**config.mk**
```make
export PLATFORM = sky130hd
export DESIGN_NAME = hazard_unit
export DESIGN_NICKNAME = d
export VERILOG_FILES = /design/src/rtl/hazard_unit_pkg.sv /design/src/rtl/hazard_unit_sat_counter.sv /design/src/rtl/hazard_unit.sv
export SDC_FILE = /design/constraint.sdc
export NUM_CORES = 1
export LEC_CHECK = 0
export CORE_UTILIZATION = 49
export CTS_CLUSTER_SIZE = 25
export DETAILED_ROUTE_END_ITERATION = 16
export PLACE_DENSITY_LB_ADDON = 0.15
export REMOVE_ABC_BUFFERS = 1
export SLEW_MARGIN = 10
export SYNTH_ARGS = -nofsm -noshare
export SYNTH_HDL_FRONTEND = slang
export SYNTH_SLANG_ARGS = --single-unit
```
**constraint.sdc**
```tcl
create_clock -name clk -period 4.6 [get_ports clk]
set_input_delay 0.92 -clock clk [delete_from_list [all_inputs] [get_ports clk]]
set_output_delay 0.92 -clock clk [all_outputs]
set_load 0.02 [all_outputs]
```
**src/rtl/hazard_unit_pkg.sv**
```systemverilog
// Shared pipeline definitions for the hazard/stall controller.
package hazard_unit_pkg;

  localparam int unsigned NREG_W = 4;
  localparam logic [NREG_W-1:0] ZERO_REG = 4'h0;

  typedef enum logic {
    RUN      = 1'b0,
    MEM_WAIT = 1'b1
  } hu_state_e;

endpackage

```
**src/rtl/hazard_unit_sat_counter.sv**
```systemverilog
// Saturating up-counter with synchronous clear; holds at all-ones.
module sat_counter #(
  parameter int unsigned CNT_W = 16
) (
  input  logic             clk,
  input  logic             clr_i,
  input  logic             inc_i,
  output logic [CNT_W-1:0] cnt_o
);

  logic [CNT_W-1:0] cnt_q, cnt_d;

  always_comb begin
    cnt_d = cnt_q;
    if (inc_i && (cnt_q != '1)) begin
      cnt_d = cnt_q + 1'b1;
    end
  end

  always_ff @(posedge clk) begin
    if (clr_i) begin
      cnt_q <= '0;
    end else begin
      cnt_q <= cnt_d;
    end
  end

  assign cnt_o = cnt_q;

endmodule

```
**src/rtl/hazard_unit.sv**
```systemverilog
// Stall/flush controller: load-use and ID-branch interlocks, taken-branch
// squash, data-memory freeze, plus saturating stall/flush counters.
module hazard_unit #(
  parameter int unsigned CNT_W  = 16,
  parameter int unsigned NREG_W = hazard_unit_pkg::NREG_W
) (
  input  logic              clk,
  input  logic              rst,
  input  logic [NREG_W-1:0] IF_ID_Rs,
  input  logic [NREG_W-1:0] IF_ID_Rt,
  input  logic              IF_ID_usesRs,
  input  logic              IF_ID_usesRt,
  input  logic              IF_ID_branch,
  input  logic              branch_taken,
  input  logic              ID_EX_MemRead,
  input  logic              ID_EX_RegWrite,
  input  logic [NREG_W-1:0] ID_EX_dst_reg,
  input  logic              EX_MEM_MemRead,
  input  logic [NREG_W-1:0] EX_MEM_dst_reg,
  input  logic              dmem_req,
  input  logic              dmem_ready,
  output logic              pc_write,
  output logic              if_id_write,
  output logic              if_id_flush,
  output logic              id_ex_write,
  output logic              id_ex_flush,
  output logic              ex_mem_write,
  output logic              mem_wb_flush,
  output logic [CNT_W-1:0]  stall_cycles,
  output logic [CNT_W-1:0]  flush_count
);

  import hazard_unit_pkg::*;

  hu_state_e state_q, state_d;
  logic      freeze, data_stall;
  logic      match_ex, match_mem;
  logic      load_use, br_on_alu, br_on_load;

  function automatic logic src_match(input logic [NREG_W-1:0] rs, input logic [NREG_W-1:0] rt,
                                     input logic use_rs, input logic use_rt,
                                     input logic [NREG_W-1:0] x);
    return (x != NREG_W'(ZERO_REG)) && ((use_rs && (rs == x)) || (use_rt && (rt == x)));
  endfunction

  assign match_ex  = src_match(IF_ID_Rs, IF_ID_Rt, IF_ID_usesRs, IF_ID_usesRt, ID_EX_dst_reg);
  assign match_mem = src_match(IF_ID_Rs, IF_ID_Rt, IF_ID_usesRs, IF_ID_usesRt, EX_MEM_dst_reg);

  assign load_use   = ID_EX_MemRead & ID_EX_RegWrite & match_ex;
  assign br_on_alu  = IF_ID_branch & ID_EX_RegWrite & ~ID_EX_MemRead & match_ex;
  assign br_on_load = IF_ID_branch & EX_MEM_MemRead & match_mem;

  // Freeze condition is identical in RUN and MEM_WAIT; state only records the wait.
  assign freeze     = ~rst & dmem_req & ~dmem_ready;
  assign data_stall = ~rst & ~freeze & (load_use | br_on_alu | br_on_load);

  always_comb begin
    pc_write     = 1'b1;
    if_id_write  = 1'b1;
    if_id_flush  = 1'b0;
    id_ex_write  = 1'b1;
    id_ex_flush  = 1'b0;
    ex_mem_write = 1'b1;
    mem_wb_flush = 1'b0;
    state_d      = state_q;

    if (freeze) begin
      pc_write     = 1'b0;
      if_id_write  = 1'b0;
      id_ex_write  = 1'b0;
      ex_mem_write = 1'b0;
      mem_wb_flush = 1'b1;
    end else if (data_stall) begin
      pc_write    = 1'b0;
      if_id_write = 1'b0;
      id_ex_flush = 1'b1;
    end else if (!rst && IF_ID_branch && branch_taken) begin
      if_id_flush = 1'b1;
    end

    case (state_q)
      RUN:      if (freeze) state_d = MEM_WAIT;
      MEM_WAIT: if (!freeze) state_d = RUN;
      default:  state_d = RUN;
    endcase
  end

  always_ff @(posedge clk) begin
    if (rst) begin
      state_q <= RUN;
    end else begin
      state_q <= state_d;
    end
  end

  sat_counter #(.CNT_W(CNT_W)) u_stall_cnt (
    .clk   (clk),
    .clr_i (rst),
    .inc_i (~pc_write),
    .cnt_o (stall_cycles)
  );

  sat_counter #(.CNT_W(CNT_W)) u_flush_cnt (
    .clk   (clk),
    .clr_i (rst),
    .inc_i (if_id_flush),
    .cnt_o (flush_count)
  );

endmodule

```
==> qor.yml <==
sta:
  maxSlewHeadroom_pct: 41.3
  finalCritPeriodShare_pct: 88.5
  hold_violations: 0
  setup_slack_ns: 0.528
  clock_skew_ns: 0.00387
  fin_crit_ns: 4.07
  tightest_slew_ns: 0.880
  drv_slew: 0
  fin_tns_setup_ns: 0
  setup_viol: 0
  grt_setup_unrepaired: "false"
  timing.fmax_mhz: 246
flow_run:
  cap_violations: 0
grt:
  busiest_layer: "met2"
  grt_pass1_wl_mm: 7.74
  grt_pass1_vias: 1728
  use_met2_pct: 38.6
  gr-usage-met3_pct: 5.81
  grt_antenna_before_repair: 0
  overflow: 0
  grt_usage_pct: 23.3
  grt_max_degree: 35
  use_met1_pct: 29.9
worst_setup_path:
  startpoint_type: "input pin"
  cp_common_cell: "clkdlybuf4s50_1"
  rr_startpoint: "u_stall_cnt.cnt_o[7]"
  slowest_stage: "clkdlybuf4s50_1"
  cp_data_arrival_time_ns: 3.15
  end_kind: "output pin"
  cp_top_family: "buffers and inverters"
  cp_num_buf_inv: 2
  cp_max_fo: 5
  required_ns: 3.68
  r2r_cells: 7
  path_class: "in -> out"
  rrSetupSlack_ns: 2.49
  crit_path_cell_trace: "clkdlybuf4s50_1 -> nor4_1 -> nor2_1 -> o21a_2 -> or3_1 -> nand2_1 -> clkdlybuf4s50_1"
  regToRegEndpoint: "u_stall_cnt.cnt_o[15]"
  cpPeakStageDelay_ns: 0.61
synth:
  synth_top_cell_area_share_pct: 33.4
  synth_edf_count: 0
  synth.largest_area_cell: "dfxtp_1"
  synth_area_um2: 1920
  synth_top_cells_by_area: "dfxtp_1 33%, xor2_1 6.4%, a21oi_1 4.7%"
  async_flop_share_pct: 0
  ys_warn_count: 0
  syn_inst: 225
  ys_top_cells_by_count: "32 x dfxtp_1, 18 x a21oi_1, 16 x nand3_1"
  ys_ff_latch: 32
  ys.flop_type: "dfxtp_1"
  syn_avg_cell_area_um2: 8.54
  yosysMostFrequentCell: "dfxtp_1"
  ys_types: 44
  seq_area_frac_synth_pct: 33.4
cells_and_area:
  nNetsFinal: 318
  fillers: 306
  diodes: 0
  areaGrowthSynthToFinish_pct: 39.2
  drive_gt1_share_pct: 8.62
detailed_routing:
  avgRoutedWirePerCell_um: 13.6
  wl_mm: 4.60
  avgViaCountPerCell: 5.64
  dr.pass1.iters: 4
  drc: 0
  vias: 1908
  antenna_left: 0
  drtIter0Drc: 62
worst_hold_path:
  whs_path_depth: 2
  hp-start: "u_flush_cnt.cnt_o[9]"
  hold_class: "reg -> reg"
  hold-path-endpoint: "u_flush_cnt.cnt_o[9]"
floorplanning:
  initial_core_util_pct: 51.7
  dieArea_um2: 4170
  rows: 22
  io_pins: 66
  die_y_um: 64.6
  core_um2: 3720
  die_w_um: 64.6
clocking:
  root_buffer: "clkbuf_8"
  post_cts_buffers: 0
  clock-sinks: 32
  clkTransAtPathRegs_ns: 0.07
  worstSkewPairLatency_ns: 0.28
  clock_path_buffers: 2
  htree_levels: 2
  cts_buffers: 5
  cts_tree: "yes"
  cts_hold_buf: 0
  post_cts_resize_count: 0
status:
  outcome: "finished, final reports clean"
placed_design:
  post-place-ws_ns: 0.540
  dp_hpwl_mm: 3.42
  port-buffer-count: 65
  routabilityCongestion: 0.866
pwr:
  power_leakage_nw: 0.912
  vdd_drop_max_uv: 220
  power.density_nw_per_um2: 217
[cell families (layout without fill, tap and decap cells)]
kind of cell	after synthesis	in the layout	synth area share, %
XOR/XNOR	20	20	9.12
buffers and inverters	15	80	4.17
adder cells (fa/ha/maj)	2	2	1.30
AO/OA/AOI/OAI	51	51	17.6
multiplexers	7	7	3.84
flip-flops	32	32	33.4
AND/OR/NAND/NOR	98	98	30.6
[cells in the final DEF, fill, tap and decap left out, types with 9 or more instances in the layout]
master,instances
o21ai_0,13
nand2_1,14
a21oi_1,18
and3_1,9
or3_1,13
clkdlybuf4s50_1,65
nand3_1,16
xor2_1,14
nor2_1,14
dfxtp_1,32
[worst reg2reg max path, stage by stage, from the launching register on]
cell,delay (ns)
dfxtp_1,0.36
nand4_1,0.15
nor2_1,0.11
and3_1,0.25
a31oi_4,0.21
o31ai_4,0.23
or4_1,0.57
a21oi_1,0.16
[sequential cells by signal (all words and copies together) (netlist names)]
| register | count |
|---|---|
| u_flush_cnt.cnt_o | 16 |
| u_stall_cnt.cnt_o | 16 |
[final cells by class]
| cell class | count | area, µm² | share of cell area (%) |
|---|---|---|---|
| flip-flops and latches | 32 | 641 | 24.0 |
| clock buffers | 6 | 82.6 | 3.09 |
| repair buffers | 66 | 658 | 24.6 |
| well taps | 48 | 60.1 | 2.25 |
| inverters | 6 | 22.5 | 0.842 |
| multi-input cells | 178 | 1200 | 44.9 |
| clock inverters | 2 | 10.0 | 0.374 |
[per-layer routing]
layer	up-vias	wire length, µm
met1	903	2150
met2	42	2200
met5	-	0
met4	0	46
met3	4	210
li1	959	-
[power by group]
group	internal, mW	switching (mW)	total (mW)
logic	0.0407	0.0402	0.0809
registers	0.279	0.00232	0.281
clock network	0.119	0.0992	0.218
total	0.438	0.142	0.580
[metrics by stage]
step                area (µm²)  power [mW]  utilization, %  cells  hold slack [ns]
global placement          2580       0.367            69.5    330            0.477
detailed placement        2580       0.368            69.5    330            0.491
finish                    2670       0.580            72.0    338            0.500
CTS                       2670       0.587            72.0    338            0.506
global route              2670       0.605            72.0    338            0.536
floorplan                 1860       0.321               -    216            0.553
[worst max path at each step]
stage | startpoint | endpoint | slack (ns) | cells past startpoint
2_1_floorplan | IF_ID_Rs[0] | if_id_write | 1.60 | 5
3_3_place_gp | EX_MEM_dst_reg[2] | if_id_write | 0.58 | 7
3_5_place_dp | ID_EX_dst_reg[0] | pc_write | 0.54 | 7
5_1_grt | EX_MEM_dst_reg[0] | pc_write | 0.45 | 7
4_1_cts | EX_MEM_dst_reg[0] | pc_write | 0.53 | 7
6_report | ID_EX_dst_reg[0] | pc_write | 0.53 | 7
Note: power is estimated with default switching activity, not from simulation.
